File: src/rtl/bin_loader_pkg.sv
// bin_loader_pkg: shared types and frame decode helper for the paper-tape
// BIN loader (loader states, frame classes, leader flag pattern).
package bin_loader_pkg;

  typedef enum logic [2:0] {
    S_LEADER,
    S_HI,
    S_LO,
    S_WRITE,
    S_DONE
  } state_t;

  typedef enum logic [1:0] {
    FC_LEADER,
    FC_FIELD,
    FC_DATA
  } frame_class_t;

  // Flag pair carried by a leader/trailer frame (its payload is all zero).
  localparam logic [1:0] LEADER_FRAME = 2'b10;
  // Flag pair carried by a field-setting frame.
  localparam logic [1:0] FIELD_FLAGS  = 2'b11;

  // Classifies a frame from its two flag bits and a payload-is-zero flag, so
  // it works for any HALF_W; HI/LO is decided by the loader state, not here.
  function automatic frame_class_t classify(input logic [1:0] flags,
                                            input logic       payload_zero);
    frame_class_t cls;
    if (flags == LEADER_FRAME && payload_zero) begin
      cls = FC_LEADER;
    end else if (flags == FIELD_FLAGS) begin
      cls = FC_FIELD;
    end else begin
      cls = FC_DATA;
    end
    return cls;
  endfunction

endpackage

File: src/rtl/bin_loader_if.sv
// bin_loader_if: frame input handshake plus memory write port of the loader.
// master = loader side, slave = frame source / memory arbiter side.
interface bin_loader_if #(
  parameter int WORD_W  = 12,
  parameter int FIELD_W = 3
);
  localparam int HALF_W = WORD_W / 2;

  logic [HALF_W+1:0]         in_frame;
  logic                      in_valid;
  logic                      in_ready;
  logic                      mem_req;
  logic [FIELD_W+WORD_W-1:0] mem_addr;
  logic [WORD_W-1:0]         mem_wdata;
  logic                      mem_ack;

  modport master (
    input  in_frame, in_valid, mem_ack,
    output in_ready, mem_req, mem_addr, mem_wdata
  );

  modport slave (
    output in_frame, in_valid, mem_ack,
    input  in_ready, mem_req, mem_addr, mem_wdata
  );

endinterface

File: src/rtl/bin_frame_classify.sv
// bin_frame_classify: combinational decode of one tape frame into class,
// origin flag, payload and the field number carried by a field frame.
module bin_frame_classify
  import bin_loader_pkg::*;
#(
  parameter int HALF_W  = 6,
  parameter int FIELD_W = 3
) (
  input  logic [HALF_W+1:0]  frame,
  output frame_class_t       cls,
  output logic               org,
  output logic [HALF_W-1:0]  payload,
  output logic [FIELD_W-1:0] field
);

  assign payload = frame[HALF_W-1:0];
  assign org     = frame[HALF_W];
  // Field number sits in the top FIELD_W payload bits of a field frame.
  assign field   = frame[HALF_W-1 -: FIELD_W];
  assign cls     = classify(frame[HALF_W+1:HALF_W], payload == '0);

endmodule

File: src/rtl/bin_loader.sv
// bin_loader: hardware loader for PAL BIN paper-tape images. Assembles
// HI/LO frame pairs into words, tracks origin/field/auto-increment address,
// writes data words through a req/ack port and checks the trailing checksum.
// Optional feature: define BIN_CHECKSUM_EN to hold each data word in a
// pending register so the final word can be recognised as the checksum.
module bin_loader
  import bin_loader_pkg::*;
#(
  parameter int WORD_W  = 12,
  parameter int FIELD_W = 3,
  parameter int CNT_W   = 16
) (
  input  logic             clk,
  input  logic             btnCpuReset,
  input  logic             start,
  bin_loader_if.master     bus,
  output logic             done,
  output logic             chk_err,
  output logic [CNT_W-1:0] words_loaded
);

  localparam int HALF_W = WORD_W / 2;
  localparam int ADDR_W = FIELD_W + WORD_W;

  state_t             state_q, state_d;
  frame_class_t       cls;
  logic               org_bit;
  logic [HALF_W-1:0]  payload;
  logic [FIELD_W-1:0] fld;

  logic               in_ready_c;
  logic               accept;
  logic               lo_write;     // accepted LO frame starts a memory write
  logic               trailer_err;  // chk_err value latched at the trailer

  logic [HALF_W-1:0]  hi_q;
  logic               org_q;
  logic [FIELD_W-1:0] field_q;
  logic [WORD_W-1:0]  addr_q;
  logic [WORD_W-1:0]  sum_q;
  logic [WORD_W-1:0]  word;
  logic [WORD_W-1:0]  frame_sum;
  logic [ADDR_W-1:0]  wr_addr_q;
  logic [WORD_W-1:0]  wr_data_q;
  logic               done_q;
  logic               chk_err_q;
  logic [CNT_W-1:0]   cnt_q;

  bin_frame_classify #(
    .HALF_W  (HALF_W),
    .FIELD_W (FIELD_W)
  ) u_classify (
    .frame   (bus.in_frame),
    .cls     (cls),
    .org     (org_bit),
    .payload (payload),
    .field   (fld)
  );

  assign accept    = bus.in_valid && in_ready_c;
  assign word      = {hi_q, payload};
  // Checksum covers origin flag + payload of every HI/LO frame.
  assign frame_sum = sum_q + WORD_W'(bus.in_frame[HALF_W:0]);

`ifdef BIN_CHECKSUM_EN
  logic              pend_valid_q;
  logic [WORD_W-1:0] pend_data_q;
  logic [ADDR_W-1:0] pend_addr_q;
  logic [WORD_W-1:0] pend_sum_q;
  logic [WORD_W-1:0] base_q;       // running sum before the current word's HI

  // A pending word is written only once a later word proves it is not the checksum.
  assign lo_write    = pend_valid_q;
  assign trailer_err = pend_valid_q ? (pend_data_q != pend_sum_q) : 1'b1;
`else
  assign lo_write    = !org_q;
  assign trailer_err = 1'b0;
`endif

  // State register.
  always_ff @(posedge clk) begin
    // NOTE: sequential state uses non-blocking (<=) so every flop samples pre-edge values.
    if (!btnCpuReset) begin
      state_q <= S_LEADER;
    end else begin
      state_q <= state_d;
    end
  end

  // Next-state and frame-ready decode.
  always_comb begin
    // NOTE: defaults first so no path through the case leaves a signal unassigned (no latch).
    state_d    = state_q;
    in_ready_c = 1'b0;
    case (state_q)
      S_LEADER, S_HI: begin
        in_ready_c = 1'b1;
        if (bus.in_valid) begin
          case (cls)
            FC_LEADER: if (state_q == S_HI) state_d = S_DONE;
            FC_FIELD:  state_d = S_HI;
            default:   state_d = S_LO;
          endcase
        end
      end
      S_LO: begin
        in_ready_c = 1'b1;
        if (bus.in_valid) state_d = lo_write ? S_WRITE : S_HI;
      end
      S_WRITE: if (bus.mem_ack) state_d = S_HI;
      S_DONE:  if (start) state_d = S_LEADER;
      default: state_d = S_LEADER;
    endcase
  end

  // Word assembly, address/field tracking, checksum, write staging and status.
  always_ff @(posedge clk) begin
    if (!btnCpuReset) begin
      // NOTE: staging/pending registers are reset too, so nothing stale can drive mem_addr/mem_wdata.
      hi_q      <= '0;
      org_q     <= 1'b0;
      field_q   <= '0;
      addr_q    <= '0;
      sum_q     <= '0;
      wr_addr_q <= '0;
      wr_data_q <= '0;
      done_q    <= 1'b0;
      chk_err_q <= 1'b0;
      cnt_q     <= '0;
`ifdef BIN_CHECKSUM_EN
      pend_valid_q <= 1'b0;
      pend_data_q  <= '0;
      pend_addr_q  <= '0;
      pend_sum_q   <= '0;
      base_q       <= '0;
`endif
    end else begin
      if (accept) begin
        case (state_q)
          S_LEADER, S_HI: begin
            case (cls)
              FC_LEADER: begin
                if (state_q == S_HI) begin
                  done_q    <= 1'b1;
                  chk_err_q <= trailer_err;
`ifdef BIN_CHECKSUM_EN
                  pend_valid_q <= 1'b0;
`endif
                end
              end
              FC_FIELD: field_q <= fld;
              default: begin
                hi_q  <= payload;
                org_q <= org_bit;
                sum_q <= frame_sum;
`ifdef BIN_CHECKSUM_EN
                base_q <= sum_q;
`endif
              end
            endcase
          end
          S_LO: begin
            sum_q <= frame_sum;
            if (org_q) addr_q <= word;
            else       addr_q <= addr_q + WORD_W'(1);
`ifdef BIN_CHECKSUM_EN
            if (pend_valid_q) begin
              wr_addr_q <= pend_addr_q;
              wr_data_q <= pend_data_q;
            end
            pend_valid_q <= !org_q;
            if (!org_q) begin
              pend_data_q <= word;
              pend_addr_q <= {field_q, addr_q};
              pend_sum_q  <= base_q;
            end
`else
            if (!org_q) begin
              wr_addr_q <= {field_q, addr_q};
              wr_data_q <= word;
            end
`endif
          end
          default: ;
        endcase
      end
      if (state_q == S_WRITE && bus.mem_ack) cnt_q <= cnt_q + CNT_W'(1);
      if (state_q == S_DONE && start) begin
        done_q    <= 1'b0;
        chk_err_q <= 1'b0;
        cnt_q     <= '0;
        sum_q     <= '0;
      end
    end
  end

  assign bus.in_ready  = in_ready_c;
  assign bus.mem_req   = (state_q == S_WRITE);
  assign bus.mem_addr  = wr_addr_q;
  assign bus.mem_wdata = wr_data_q;
  assign done          = done_q;
  assign chk_err       = chk_err_q;
  assign words_loaded  = cnt_q;

endmodule

File: src/flat_wrapper.sv
// flat-port wrapper written by rule: the top's interface ports become plain ports
module bin_loader_flat import bin_loader_pkg::*;
#(
  parameter int WORD_W  = 12,
  parameter int FIELD_W = 3,
  parameter int CNT_W   = 16
)
  (clk, btnCpuReset, start, done, chk_err, words_loaded, bus_in_frame, bus_in_valid, bus_mem_ack, bus_in_ready, bus_mem_req, bus_mem_addr, bus_mem_wdata);
  bin_loader_if #(.WORD_W(WORD_W), .FIELD_W(FIELD_W)) bus_i ();
  input  logic clk;
  input  logic btnCpuReset;
  input  logic start;
  output logic done;
  output logic chk_err;
  output logic [CNT_W-1:0] words_loaded;
  input wire logic [$bits(bus_i.in_frame)-1:0] bus_in_frame;
  input wire logic [$bits(bus_i.in_valid)-1:0] bus_in_valid;
  input wire logic [$bits(bus_i.mem_ack)-1:0] bus_mem_ack;
  output wire logic [$bits(bus_i.in_ready)-1:0] bus_in_ready;
  output wire logic [$bits(bus_i.mem_req)-1:0] bus_mem_req;
  output wire logic [$bits(bus_i.mem_addr)-1:0] bus_mem_addr;
  output wire logic [$bits(bus_i.mem_wdata)-1:0] bus_mem_wdata;
  assign bus_i.in_frame = bus_in_frame;
  assign bus_i.in_valid = bus_in_valid;
  assign bus_i.mem_ack = bus_mem_ack;
  assign bus_in_ready = bus_i.in_ready;
  assign bus_mem_req = bus_i.mem_req;
  assign bus_mem_addr = bus_i.mem_addr;
  assign bus_mem_wdata = bus_i.mem_wdata;
  bin_loader #(.WORD_W(WORD_W), .FIELD_W(FIELD_W), .CNT_W(CNT_W)) u_core (.clk(clk), .btnCpuReset(btnCpuReset), .start(start), .bus(bus_i), .done(done), .chk_err(chk_err), .words_loaded(words_loaded));
endmodule
File: config.mk
export PLATFORM = sky130hd
export DESIGN_NAME = bin_loader_flat
export DESIGN_NICKNAME = d
export VERILOG_FILES = /design/src/rtl/bin_loader_pkg.sv /design/src/rtl/bin_loader_if.sv /design/src/rtl/bin_frame_classify.sv /design/src/rtl/bin_loader.sv /design/src/flat_wrapper.sv
export SDC_FILE = /design/constraint.sdc
export NUM_CORES = 1
export LEC_CHECK = 0
export BUFFER_PORTS_ARGS = -buffer_cell sky130_fd_sc_hd__buf_2
export CORE_AREA = 8 8 81 83
export CTS_CLUSTER_DIAMETER = 40
export CTS_CLUSTER_SIZE = 10
export DETAILED_ROUTE_END_ITERATION = 10
export DIE_AREA = 0 0 89 91
export GPL_TIMING_DRIVEN = 0
export PLACE_DENSITY_LB_ADDON = 0.2
export SLEW_MARGIN = 40
export SYNTH_ARGS = -nofsm -noshare
export SYNTH_HDL_FRONTEND = slang
export SYNTH_SLANG_ARGS = --single-unit
File: constraint.sdc
create_clock -name clk -period 4.7 [get_ports clk]
set_input_delay 1.175 -clock clk [delete_from_list [all_inputs] [get_ports clk]]
set_output_delay 1.175 -clock clk [all_outputs]
set_load 0.1 [all_outputs]
==> results list, run 1 <==
- The run finished with clean final reports.
- Yosys printed 0 warnings.
- Of the post-synthesis cell area, the part taken by muxes is 0.0329.
* Gate Count Post-Synth: 372
- The number of global-route vias before repair came to 2728.
* Final setup fails: 0
- The worst path needs 2980 ps of the cycle, external delays included.
- Measured along the y axis, the die boundary spans 91 µm.
* Top-Level Pins: 60
- The internal portion of the total power is 0.000864 W.
- Routed via count divided by cell count: 5.68
* Yosys top cell by area: sky130_fd_sc_hd__dfxtp_1
- Leading cell types in the layout, fill and taps excluded: sky130_fd_sc_hd__nand2_1, sky130_fd_sc_hd__dfxtp_1, sky130_fd_sc_hd__buf_2, sky130_fd_sc_hd__a21oi_1, sky130_fd_sc_hd__nor2_1
- Total design power: 0.00118 W
- Static timing analysis puts the maximum clock frequency at 0.336 GHz.
* Initial Utilization: 0.570
* Via count of the routed design: 2931
- TritonCTS built the clock tree.
- Maximum count of clock buffers along a single path: 2
* Mean cell area of the mapped netlist: 8.18 µm²
- In the synthesized netlist the async set-or-reset flop fraction comes to 0.
- Core footprint: 5340 µm²
* Critical path endpoint category: output pin
* Worst path required time: 3520 ps
* Max-cap violations: 0
- Clock root buffer master: sky130_fd_sc_hd__clkbuf_8
- For the final routed database, the setup TNS stands at 0 ps.
- DR pass1 iterations: 6
- Total global-route track usage: 0.193
- The worst hold path belongs to the class flip-flop to flip-flop.
- The worst setup path is launched from a flip-flop.
* Post-synth EDFFs: 0
* Net count after synthesis: 387
- 1st-iter DRT viols: 232
- Leakage: 1.41 nW
- Post-detailed-routing wire length: 7640 µm
- Maximum resistive drop on vdd: 0.254 mV
- Power spread over the standard cell area amounts to 327 nW/µm².
- Highest routing layer actually used: met4
* Per-cell routed wire length: 14.8 µm
- Post-synthesis register bit count: 69
- From synthesis to final layout, the design area changed by 18.2%.
* Switching Fraction: 0.266
* Wire length of the first global-routing pass: 12600 µm
- On the critical path, the stage with the largest delay is an instance of sky130_fd_sc_hd__dfxtp_1.
* Global route overflow: 0
- The tightest hold path in the finished design has a slack of 452 ps.
- Layout fillers: 491
* Number of buffers added to fix hold violations after cts: 0
* Fraction of power consumed by the clock network: 0.368
* Final #Nets: 455
* Total count of max-transition violations in the final report: 0
- HPWL reported at the end of detailed placement: 5560 µm
- 0 antenna diodes ended up in the layout.
* Top cells by area in the synthesized netlist: sky130_fd_sc_hd__dfxtp_1, sky130_fd_sc_hd__nand2_1, sky130_fd_sc_hd__a21oi_1
* Max Clock Skew: 2.40 ps
- Number of levels in the clock H-tree: 3
* Synthesized-area fraction occupied by adder cells: 0.00823
- Slew HR: 0.506
* Dominant synthesized flop cell: sky130_fd_sc_hd__dfxtp_1
- Setup repair after global routing missed its margin: false
- The initial antenna violation count is 0.
- The routed design uses 446 µm of met3 wire.
- After synthesis, the largest family of logic cells by area is simple AND/OR/NAND/NOR gates.
- For this run, design rule violations remaining after detail routing come to 0.
- Of the total synthesized cell area, the portion taken by AND, OR, NAND and NOR gates is 0.261.
- Leaving out fill and tap cells, the most frequent cell in the layout is sky130_fd_sc_hd__nand2_1.
- Post-Place Cells: 501
- Dividing the final minimum period by the clock period gives 0.633.
- Postcts setup bufs: 0
- Portion of synthesized cell area occupied by the leading cell type: 0.454
- Max FO, Critical Path: 10
- The analysis attributes to net switching a power of 0.000313 W.
- The share of total power dissipated in sequential elements is 0.518.
- The floorplan has 27 rows.
* Detailed route wirelength on metal2: 3700 µm
* Total clock sinks: 69
- Slowest Stage Delay on Critical Path: 480 ps
* Complex-gate fraction of the synthesized area: 0.178
* Clock latency reported for the late side of the worst-skew pair: 330 ps
* Number of distinct library cell variants in the gate-level netlist after synthesis: 50
- Transition at the pin with the smallest max-transition slack: 736 ps
* Die width: 89 µm
* Sequence of cells on the critical path: clkbuf_1 > nand2_1 > nor2_1 > buf_2
- Data arrival, critical path: 1800 ps
- In this run the remaining antenna-violating nets after routing total 0.
- Dpl cell area: 3420 µm²
- In this run, CTS created clock tree buffers numbering 9.
* Part of the Yosys area used for sequential elements: 0.454
* Proportion of layout cells with a drive suffix above 1: 0.176
- The share of total power dissipated in combinational logic is 0.114.
* Post-CTS resize count: 0
* Cell area after synthesis: 3040 µm²
* Crit Path Class: flip-flop to output pin
- The hold violation count in the final report was 0.
- Of the total synthesized cell area, the portion taken by XOR and XNOR cells is 0.0230.
- Area of the die: 8100 µm²
- Post-route cell area: 3590 µm²
- Port bufs: 57
* Clk slew on worst S/H paths: 60 ps
* Final Wtd Congestion: 0.905
- Final instance count without filler cells: 516
* Wire length the detailed router placed on met1: 3300 µm
* Pin count of the biggest net entering global routing: 11
[per-stage QoR]
stage	setup slack, ps	utilization
finish	1720	0.673
global route	1610	0.673
CTS	1720	0.673
detailed placement	1860	0.640
global placement	1870	0.640
floorplan	1480	-
[synth_stat cells (2+ instances only)]
cell,count
sky130_fd_sc_hd__or3_1,7
sky130_fd_sc_hd__dfxtp_1,69
sky130_fd_sc_hd__nor2_1,31
sky130_fd_sc_hd__a22o_1,3
sky130_fd_sc_hd__nor4bb_1,2
sky130_fd_sc_hd__nand2_1,74
sky130_fd_sc_hd__xnor2_1,4
sky130_fd_sc_hd__a221oi_1,3
sky130_fd_sc_hd__clkbuf_1,17
sky130_fd_sc_hd__nor4b_1,2
sky130_fd_sc_hd__and4b_1,2
sky130_fd_sc_hd__and3_1,2
sky130_fd_sc_hd__nand3_1,9
sky130_fd_sc_hd__o41ai_1,3
sky130_fd_sc_hd__a31oi_1,4
sky130_fd_sc_hd__nor3_1,9
sky130_fd_sc_hd__or4_1,2
sky130_fd_sc_hd__nand2b_1,3
sky130_fd_sc_hd__o21a_1,5
sky130_fd_sc_hd__o21ai_0,13
sky130_fd_sc_hd__a211oi_1,3
sky130_fd_sc_hd__inv_1,10
sky130_fd_sc_hd__nand4_1,8
sky130_fd_sc_hd__mux2i_1,10
sky130_fd_sc_hd__buf_1,2
sky130_fd_sc_hd__ha_1,2
sky130_fd_sc_hd__xor2_1,4
sky130_fd_sc_hd__a21oi_1,42
sky130_fd_sc_hd__a22oi_1,2
sky130_fd_sc_hd__nor4_1,4
sky130_fd_sc_hd__or4b_1,2
[final timing paths]
path                            depth (start not counted)                      end                     from  slack [ps]
worst max-delay path                                    4              bus_mem_req        u_core.state_q[1]        1720
worst min-delay path                                    2  u_core.bus.mem_wdata[0]  u_core.bus.mem_wdata[0]         450
worst max register to register                          6  u_core.bus.mem_wdata[4]        u_core.state_q[1]        2660
worst min register to register                          2  u_core.bus.mem_wdata[0]  u_core.bus.mem_wdata[0]         450
[layer usage]
layer  vias to the layer above  track usage
li1                       1449            -
met1                      1358        0.236
met2                       104        0.312
met3                        20       0.0378
met4                         0       0.0929
met5                         -            0
[sequential cells by signal (all words and copies together) (netlist names)]
register              flops
u_core.addr_q            12
u_core.bus.mem_addr      15
u_core.bus.mem_wdata     12
u_core.done               1
u_core.field_q            3
u_core.hi_q               6
u_core.org_q              1
u_core.state_q            3
u_core.words_loaded      16
[worst max-delay path: cells and delay by family, from the launching register on]
family	cells	cell delay, ps
DFF	1	480
and+or+nand+nor	2	200
buffers and inverters	2	790
[cell families (layout without fill, tap and decap cells)]
| logic type | after synthesis | after routing |
|---|---|---|
| compound gates | 87 | 87 |
| other cells | 1 | 1 |
| fa+ha+maj | 2 | 2 |
| mux | 10 | 10 |
| simple gates | 163 | 163 |
| flops | 69 | 69 |
| buf+inv | 32 | 104 |
| xor+xnor | 8 | 8 |
[power by group through the flow]
stage                     registers (W)  clock network, W   logic, W
after floorplan                0.000645                 0  0.0000735
after global placement         0.000622                 0   0.000131
after detailed placement       0.000622                 0   0.000133
after CTS                      0.000609          0.000443   0.000134
after global routing           0.000611          0.000472   0.000144
final                          0.000610          0.000433   0.000134
[final cells by class]
| type | instances | area [µm²] | share of cell area |
|---|---|---|---|
| well taps | 72 | 90.1 | 0.0251 |
| inverters | 10 | 37.5 | 0.0104 |
| flip-flops and latches | 69 | 1380 | 0.384 |
| repair buffers | 57 | 285 | 0.0794 |
| multi-input cells | 271 | 1530 | 0.427 |
| clock buffers | 14 | 173 | 0.0480 |
| clock inverters | 1 | 5.00 | 0.00139 |
| plain buffers | 22 | 88.8 | 0.0247 |
Power figures use the tool's default switching activity.
==> run 2, diff against run 1 <==
- CORE_AREA: 8 8 81 83 -> 8 8 85 87
- DIE_AREA: 0 0 89 91 -> 0 0 93 95
- clock period: 4.7 -> 2.8 ns (I/O delays scaled with it)
==> run 2 against run 1 <==
Register-to-register slack worse by 1900 ps; sequential power is 67% higher; clock power is 140% higher; sequential share of layout area is 0.91 points lower.
==> results list, run 2 (synthesized netlist as in run 1, its figures left out) <==
- The number of sinks driven by the clock tree is 69 (unchanged).
* Final worst path period need: 2540 ps
* Max-cap violations: 0 (unchanged)
- Die width: 93 µm (+4.5%)
- Per-cell routed wire length: 15.2 µm (+2.7%)
- The power density relative to cell area was 627 nW/µm² (+92%).
- Count of unresolved DRC violations after routing: 0 (unchanged)
- Antenna cells: 0 (unchanged)
- The average vias per placed instance was 5.68 (about the same).
* Number of hold violations in the final report: 0 (unchanged)
- Area of the die: 8840 µm² (+9.1%)
* Maximum resistive drop on vdd: 0.368 mV (+45%)
- STA classifies the critical path endpoint as an output pin.
- Clock tree from TritonCTS: built
- Row count: 28 (+3.7%)
- Total global-route track usage: 0.182 (-0.0103)
- Most common cell after layout, fill and taps aside: sky130_fd_sc_hd__nand2_1
- The slew at the pin closest to its max-slew limit was 636 ps (-99.6 ps).
* Total stage count of the critical path: 4 (unchanged)
* Leakage: 1.44 nW (+2.6%)
* Postcts setup bufs: 0 (unchanged)
* Global route overflow: 0 (unchanged)
- The via count was 2955 (+0.82%).
- Clock latency reported for the late side of the worst-skew pair: 340 ps (about the same)
- The number of buffers inserted by port buffering is 57 (unchanged).
* Core footprint: 5820 µm² (+9.0%)
- Setup repair after global routing left no endpoint under its margin.
- The total routed wirelength came to 7910 µm (+3.5%).
- The worst endpoint required time came to 2100 ps (-1420 ps).
* Cell family with most CP delay: buffers and inverters
* Max Clock Skew: 5.65 ps (+3.25 ps)
- The maximum number of buffers from clock root to sink came to 2 (unchanged).
* Number of global-route vias before repair: 2747 (+0.70%)
* Area used by sequential logic in the layout: 1380 µm² (unchanged)
- The weighted congestion reported at the end of routability-driven placement was 0.879 (-2.9%).
* Multi-input logic area: 1530 µm² (unchanged)
- Top-Level Pins: 60 (unchanged)
- The final HPWL from detailed placement was 5640 µm (+1.3%).
- Post-CTS resize count: 0 (unchanged)
* Total count of max-transition violations in the final report: 0 (unchanged)
- Crit Path Class: flip-flop to output pin
- The highest net fanout along the worst path is 10 (unchanged).
- Internal: 0.00174 W (+100%)
* DR pass1 iterations: 5 (-1)
- Slew HR: 0.573 (+0.0668)
- Die boundary height: 95 µm (+4.4%)
- Result of the run: completed
* Sequence of cells on the critical path: clkbuf_1 > nand2_1 > nor2_1 > buf_2
* Antenna Violating Nets Remaining: 0 (unchanged)
* Antenna violations before repair: 0 (unchanged)
- The library cells used most frequently in the layout, excluding fill and tap cells, are sky130_fd_sc_hd__nand2_1, sky130_fd_sc_hd__dfxtp_1, sky130_fd_sc_hd__buf_2, sky130_fd_sc_hd__a21oi_1, sky130_fd_sc_hd__nor2_1.
* Initial Utilization: 0.523 (-0.0468)
* Slowest cell on the critical path: sky130_fd_sc_hd__dfxtp_1
- The flip-flop count of the largest register after layout is 16 (unchanged).
* Crit path launch type: flip-flop
- Final #Nets: 455 (unchanged)
* Clock root buffer master: sky130_fd_sc_hd__clkbuf_8
- The longest individual stage delay on the worst path came to 470 ps (about the same).
- The switching power share of the total came to 0.247 (-0.0189).
- Share of power burned in combinational logic: 0.098 (-0.016)
* Worst Path Buf+Inv: 2 (unchanged)
* Cell depth of the worst min-delay path: 2 (unchanged)
- The logic depth of the worst register-to-register path is 5 (-1).
* Period utilisation layout: 0.908
* Number of buffers added to fix hold violations after cts: 0 (unchanged)
- The total negative slack was 0 ps (unchanged).
- Setup slack after layout: 258 ps (-1460 ps)
- Fraction of power consumed by the clock network: 0.459 (+0.091)
- Compared with the post-synthesis result, the final layout area differs by 21.1%.
- The clock transition at the registers of the reported paths was 70 ps (about the same).
- The number of buffers inserted during clock tree synthesis is 9 (unchanged).
* Wire length of the first global-routing pass: 13000 µm (+3.2%)
* Fraction of power consumed by sequential logic: 0.443 (-0.075)
- Worst min path class: flip-flop to flip-flop
- The number of DRC violations after detailed-routing iteration 0 is 201 (-13%).
- F_max: 0.393 GHz
- The net load switching power was 0.000570 W (+82%).
* Proportion of layout cells with a drive suffix above 1: 0.182 (+0.00635)
- Data arrival, critical path: 1840 ps (+40 ps)
- The number of setup violations in the final report was 0 (unchanged).
* Post-Place Setup Slack: 419 ps (-1440 ps)
- The number of H-tree levels was 3 (unchanged).
- Pin count of the biggest net entering global routing: 13 (+2)
- The filler cell count in the final layout came to 555 (+13%).
==> run 2: cell types whose count changed in the layout (fill, tap and decap cells not counted) <==
cell	before	now
sky130_fd_sc_hd__clkinv_2	1	2
sky130_fd_sc_hd__clkbuf_8	12	9
sky130_fd_sc_hd__clkbuf_1	19	17
sky130_fd_sc_hd__bufinv_16	0	4
sky130_fd_sc_hd__clkinvlp_4	0	1
==> run 2: worst register-to-register path, cell delays in order, from the launching register on <==
cell and delay (ps):
sky130_fd_sc_hd__dfxtp_1 470, sky130_fd_sc_hd__clkbuf_1 380, sky130_fd_sc_hd__and4bb_2 310, sky130_fd_sc_hd__clkbuf_1 340
sky130_fd_sc_hd__o21ai_0 160, sky130_fd_sc_hd__a221oi_1 300
==> run 2: metrics by stage <==
step           cell area [µm²]  std cells  total power (W)  utilization  hold slack, ps
2_1_floorplan             3040        372          0.00121            -             432
3_3_place_gp              3420        504          0.00126        0.588             440
3_5_place_dp              3420        504          0.00127        0.588             445
4_1_cts                   3680        520          0.00232        0.633             455
5_1_grt                   3680        520          0.00238        0.633             473
6_report                  3680        520          0.00231        0.633             454
==> run 2: final cells by class <==
cell class                 instances  share of cell area
timing repair buffer              57              0.0775
clock buffer                       9              0.0336
tap                               75              0.0255
sequential                        69               0.375
clock inverter                     7              0.0374
multi-input combinational        271               0.417
inverter                          10              0.0102
buffer                            22              0.0241
==> run 2: power groups by stage <==
stage               logic (W)  clock network (W)  registers (W)
global route         0.000245            0.00111        0.00102
detailed placement   0.000223                  0        0.00104
finish               0.000226            0.00106        0.00102
global placement     0.000220                  0        0.00104
CTS                  0.000224            0.00107        0.00102
floorplan            0.000123                  0        0.00108
==> run 2: final timing paths <==
check / to / slack, ps / start
worst min-delay path: u_core.bus.mem_wdata[11] / 450 / u_core.bus.mem_wdata[11]
worst min register to register: u_core.bus.mem_wdata[11] / 450 / u_core.bus.mem_wdata[11]
worst max-delay path: bus_mem_req / 260 / u_core.state_q[1]
worst max register to register: u_core.addr_q[7] / 740 / u_core.state_q[1]
==> run 2: routing by layer <==
metal	track usage	routed length (µm)	vias up
li1	-	-	1454
met1	0.233	3700	1366
met2	0.277	3430	115
met3	0.0492	598	20
met4	0.0926	183	0
met5	0	0	-
==> run 3, diff against run 2 <==
- CORE_AREA: 8 8 85 87 -> 8 8 97 99
- DIE_AREA: 0 0 93 95 -> 0 0 105 107
==> run 3 against run 2 <==
Sequential share of layout area up 0.41 points; critical path type unchanged; highest routed layer unchanged; die area grew 27%; maximum frequency is 1.8% higher; clock skew is 4.3 ps higher; combinational power about the same; via count decreased by 2.9%; largest power group is now registers.
==> results list, run 3 (synthesized netlist as in run 1, its figures left out) <==
- The run finished with clean final reports.
* Via count of the routed design: 2869 (-2.9%)
- Setup TNS after final layout: 0 ps (unchanged)
- The all-layer global routing usage was 0.147 (-0.0351).
- The power density relative to cell area was 559 nW/µm² (-11%).
* Total count of max-transition violations in the final report: 0 (unchanged)
* Global route overflow: 0 (unchanged)
* Worst-case hold slack: 452 ps (-1.84 ps)
* Area used by sequential logic in the layout: 1380 µm² (unchanged)
* Final worst path period need: 2500 ps (-45.7 ps)
* Die boundary height: 107 µm (+13%)
- The maximum number of buffers from clock root to sink came to 2 (unchanged).
- Data arrival, critical path: 1800 ps (-40 ps)
* Area grow syn2layout: 19.7%
* Post-CTS resize count: 0 (unchanged)
* Number of levels in the clock H-tree: 3 (unchanged)
* Proportion of layout cells with a drive suffix above 1: 0.175 (-0.00674)
- Crit Path Class: flip-flop to output pin
- Share of power burned in combinational logic: 0.111 (+0.013)
* Antenna cells: 0 (unchanged)
* Count of unresolved DRC violations after routing: 0 (unchanged)
- Crit path launch type: flip-flop
- The switching power share of the total was 0.277 (+0.0300).
* Antenna Violating Nets Remaining: 0 (unchanged)
- In this run the worst hold path is classified as flip-flop to flip-flop.
* Postcts setup bufs: 0 (unchanged)
- In this run the clock root is driven by a sky130_fd_sc_hd__clkbuf_8.
* Wire length of the first global-routing pass: 13500 µm (+3.9%)
- The flip-flop count of the largest register after layout is 16 (unchanged).
- TritonCTS built the clock tree.
- Final #Nets: 455 (unchanged)
- Slew HR: 0.554 (-0.0192)
* Sequence of cells on the critical path: clkbuf_1 > nand2_1 > nor2_1 > buf_2
* Clock latency reported for the late side of the worst-skew pair: 350 ps (about the same)
- Fraction of power consumed by sequential logic: 0.502 (+0.059)
- Power spent charging and discharging nets: 0.000564 W (-1.1%)
* Final Wtd Congestion: 0.861 (-2.0%)
- Core footprint: 7930 µm² (+36%)
- The number of buffers inserted by port buffering is 57 (unchanged).
- Transition at the pin with the smallest max-transition slack: 665 ps (+28.6 ps)
* Multi-input logic area: 1530 µm² (unchanged)
- The library cell used most frequently in the layout, excluding fill and tap cells, is sky130_fd_sc_hd__nand2_1.
* Fraction of power consumed by the clock network: 0.387 (-0.072)
- Number of global-route vias before repair: 2714 (-1.2%)
- The highest net fanout along the worst path is 10 (unchanged).
- The highest ir drop seen on vdd came to 0.254 mV (-31%).
* Internal: 0.00147 W (-15%)
- Leakage: 1.41 nW (-2.4%)
- The initial core utilization is 0.384 (-0.139).
- 1st-iter DRT viols: 149 (-26%)
- The max-cap check violation count came to 0 (unchanged).
- Setup repair after global routing missed its margin: false
- Final setup fails: 0 (unchanged)
- Setup slack after layout: 304 ps (+45.7 ps)
- Number of buffers added to fix hold violations after cts: 0 (unchanged)
- Post-Place Setup Slack: 432 ps (+13.3 ps)
* Routed via count divided by cell count: 5.22 (-8.2%)
- Total clock buffers created by CTS: 9 (unchanged)
* Pin count of the biggest net entering global routing: 12 (-1)
- Share of the core filled with cells in the final layout: 0.459 (-0.174)
- Period utilisation layout: 0.892 (-0.0163)
* Row count: 33 (+18%)
- Max Clock Skew: 9.95 ps (+4.30 ps)
- Worst path required time: 2100 ps (about the same)
- The hold violation count in the final report was 0 (unchanged).
* Slowest Stage Delay on Critical Path: 460 ps (about the same)
* Area of the die: 11200 µm² (+27%)
* Antenna violations before repair: 0 (unchanged)
- HPWL reported at the end of detailed placement: 5920 µm (+4.9%)
- Die width: 105 µm (+13%)
- Clk slew on worst S/H paths: 70 ps (about the same)
- The filler cell count in the final layout came to 817 (+47%).
- The detailed-routing iteration count for the pre-antenna-repair pass came to 4 (-1).
- F_max: 0.401 GHz (+1.8%)
- Slowest cell on the critical path: sky130_fd_sc_hd__dfxtp_1
- The detail-routed net length per standard cell was 14.8 µm (-2.8%).
* Critical path endpoint category: output pin
- Leading cell types in the layout, fill and taps excluded: sky130_fd_sc_hd__nand2_1, sky130_fd_sc_hd__dfxtp_1, sky130_fd_sc_hd__buf_2, sky130_fd_sc_hd__a21oi_1, sky130_fd_sc_hd__nor2_1
* Top-Level Pins: 60 (unchanged)
* Post-detailed-routing wire length: 8130 µm (+2.8%)
* Total clock sinks: 69 (unchanged)
## run 3: layer usage
metal	track usage	wire length, µm	up-vias
li1	-	-	1459
met1	0.184	3870	1333
met2	0.230	3660	68
met3	0.0480	476	9
met4	0.0601	126	0
met5	0	0	-
## run 3: power groups by stage
stage	logic, W	registers (W)	clock network [W]
2_1_floorplan	0.000123	0.00108	0
3_3_place_gp	0.000225	0.00104	0
3_5_place_dp	0.000226	0.00104	0
4_1_cts	0.000227	0.00102	0.000809
5_1_grt	0.000248	0.00102	0.000847
6_report	0.000227	0.00102	0.000787
## run 3: path summary, 6_finish.rpt
path / start / to / slack [ps] / depth (start not counted)
setup / recovery: u_core.state_q[1] / bus_mem_req / 300 / 4
setup reg to reg: u_core.state_q[1] / u_core.addr_q[7] / 740 / 5
hold reg to reg: u_core.bus.mem_wdata[5] / u_core.bus.mem_wdata[5] / 450 / 2
hold / removal: u_core.bus.mem_wdata[5] / u_core.bus.mem_wdata[5] / 450 / 2
## run 3: layout make-up
cell class	count	area share
clock inverter	4	0.0134
buffer	22	0.0244
sequential	69	0.379
tap	105	0.0361
inverter	10	0.0103
clock buffer	12	0.0371
multi-input combinational	271	0.421
timing repair buffer	57	0.0783
## run 3: worst max-delay path, delay by kind of cell, from the launching register on
family / cells / cell delay (ps)
AND/OR/NAND/NOR: 2 / 180
buffers and inverters: 2 / 800
flip-flops: 1 / 460
## run 3: per-stage QoR
step | instance area [µm²] | std cells | power, W
global placement | 3460 | 534 | 0.00127
detailed placement | 3460 | 534 | 0.00127
CTS | 3640 | 550 | 0.00206
global route | 3640 | 550 | 0.00212
finish | 3640 | 550 | 0.00204
floorplan | 3040 | 372 | 0.00121
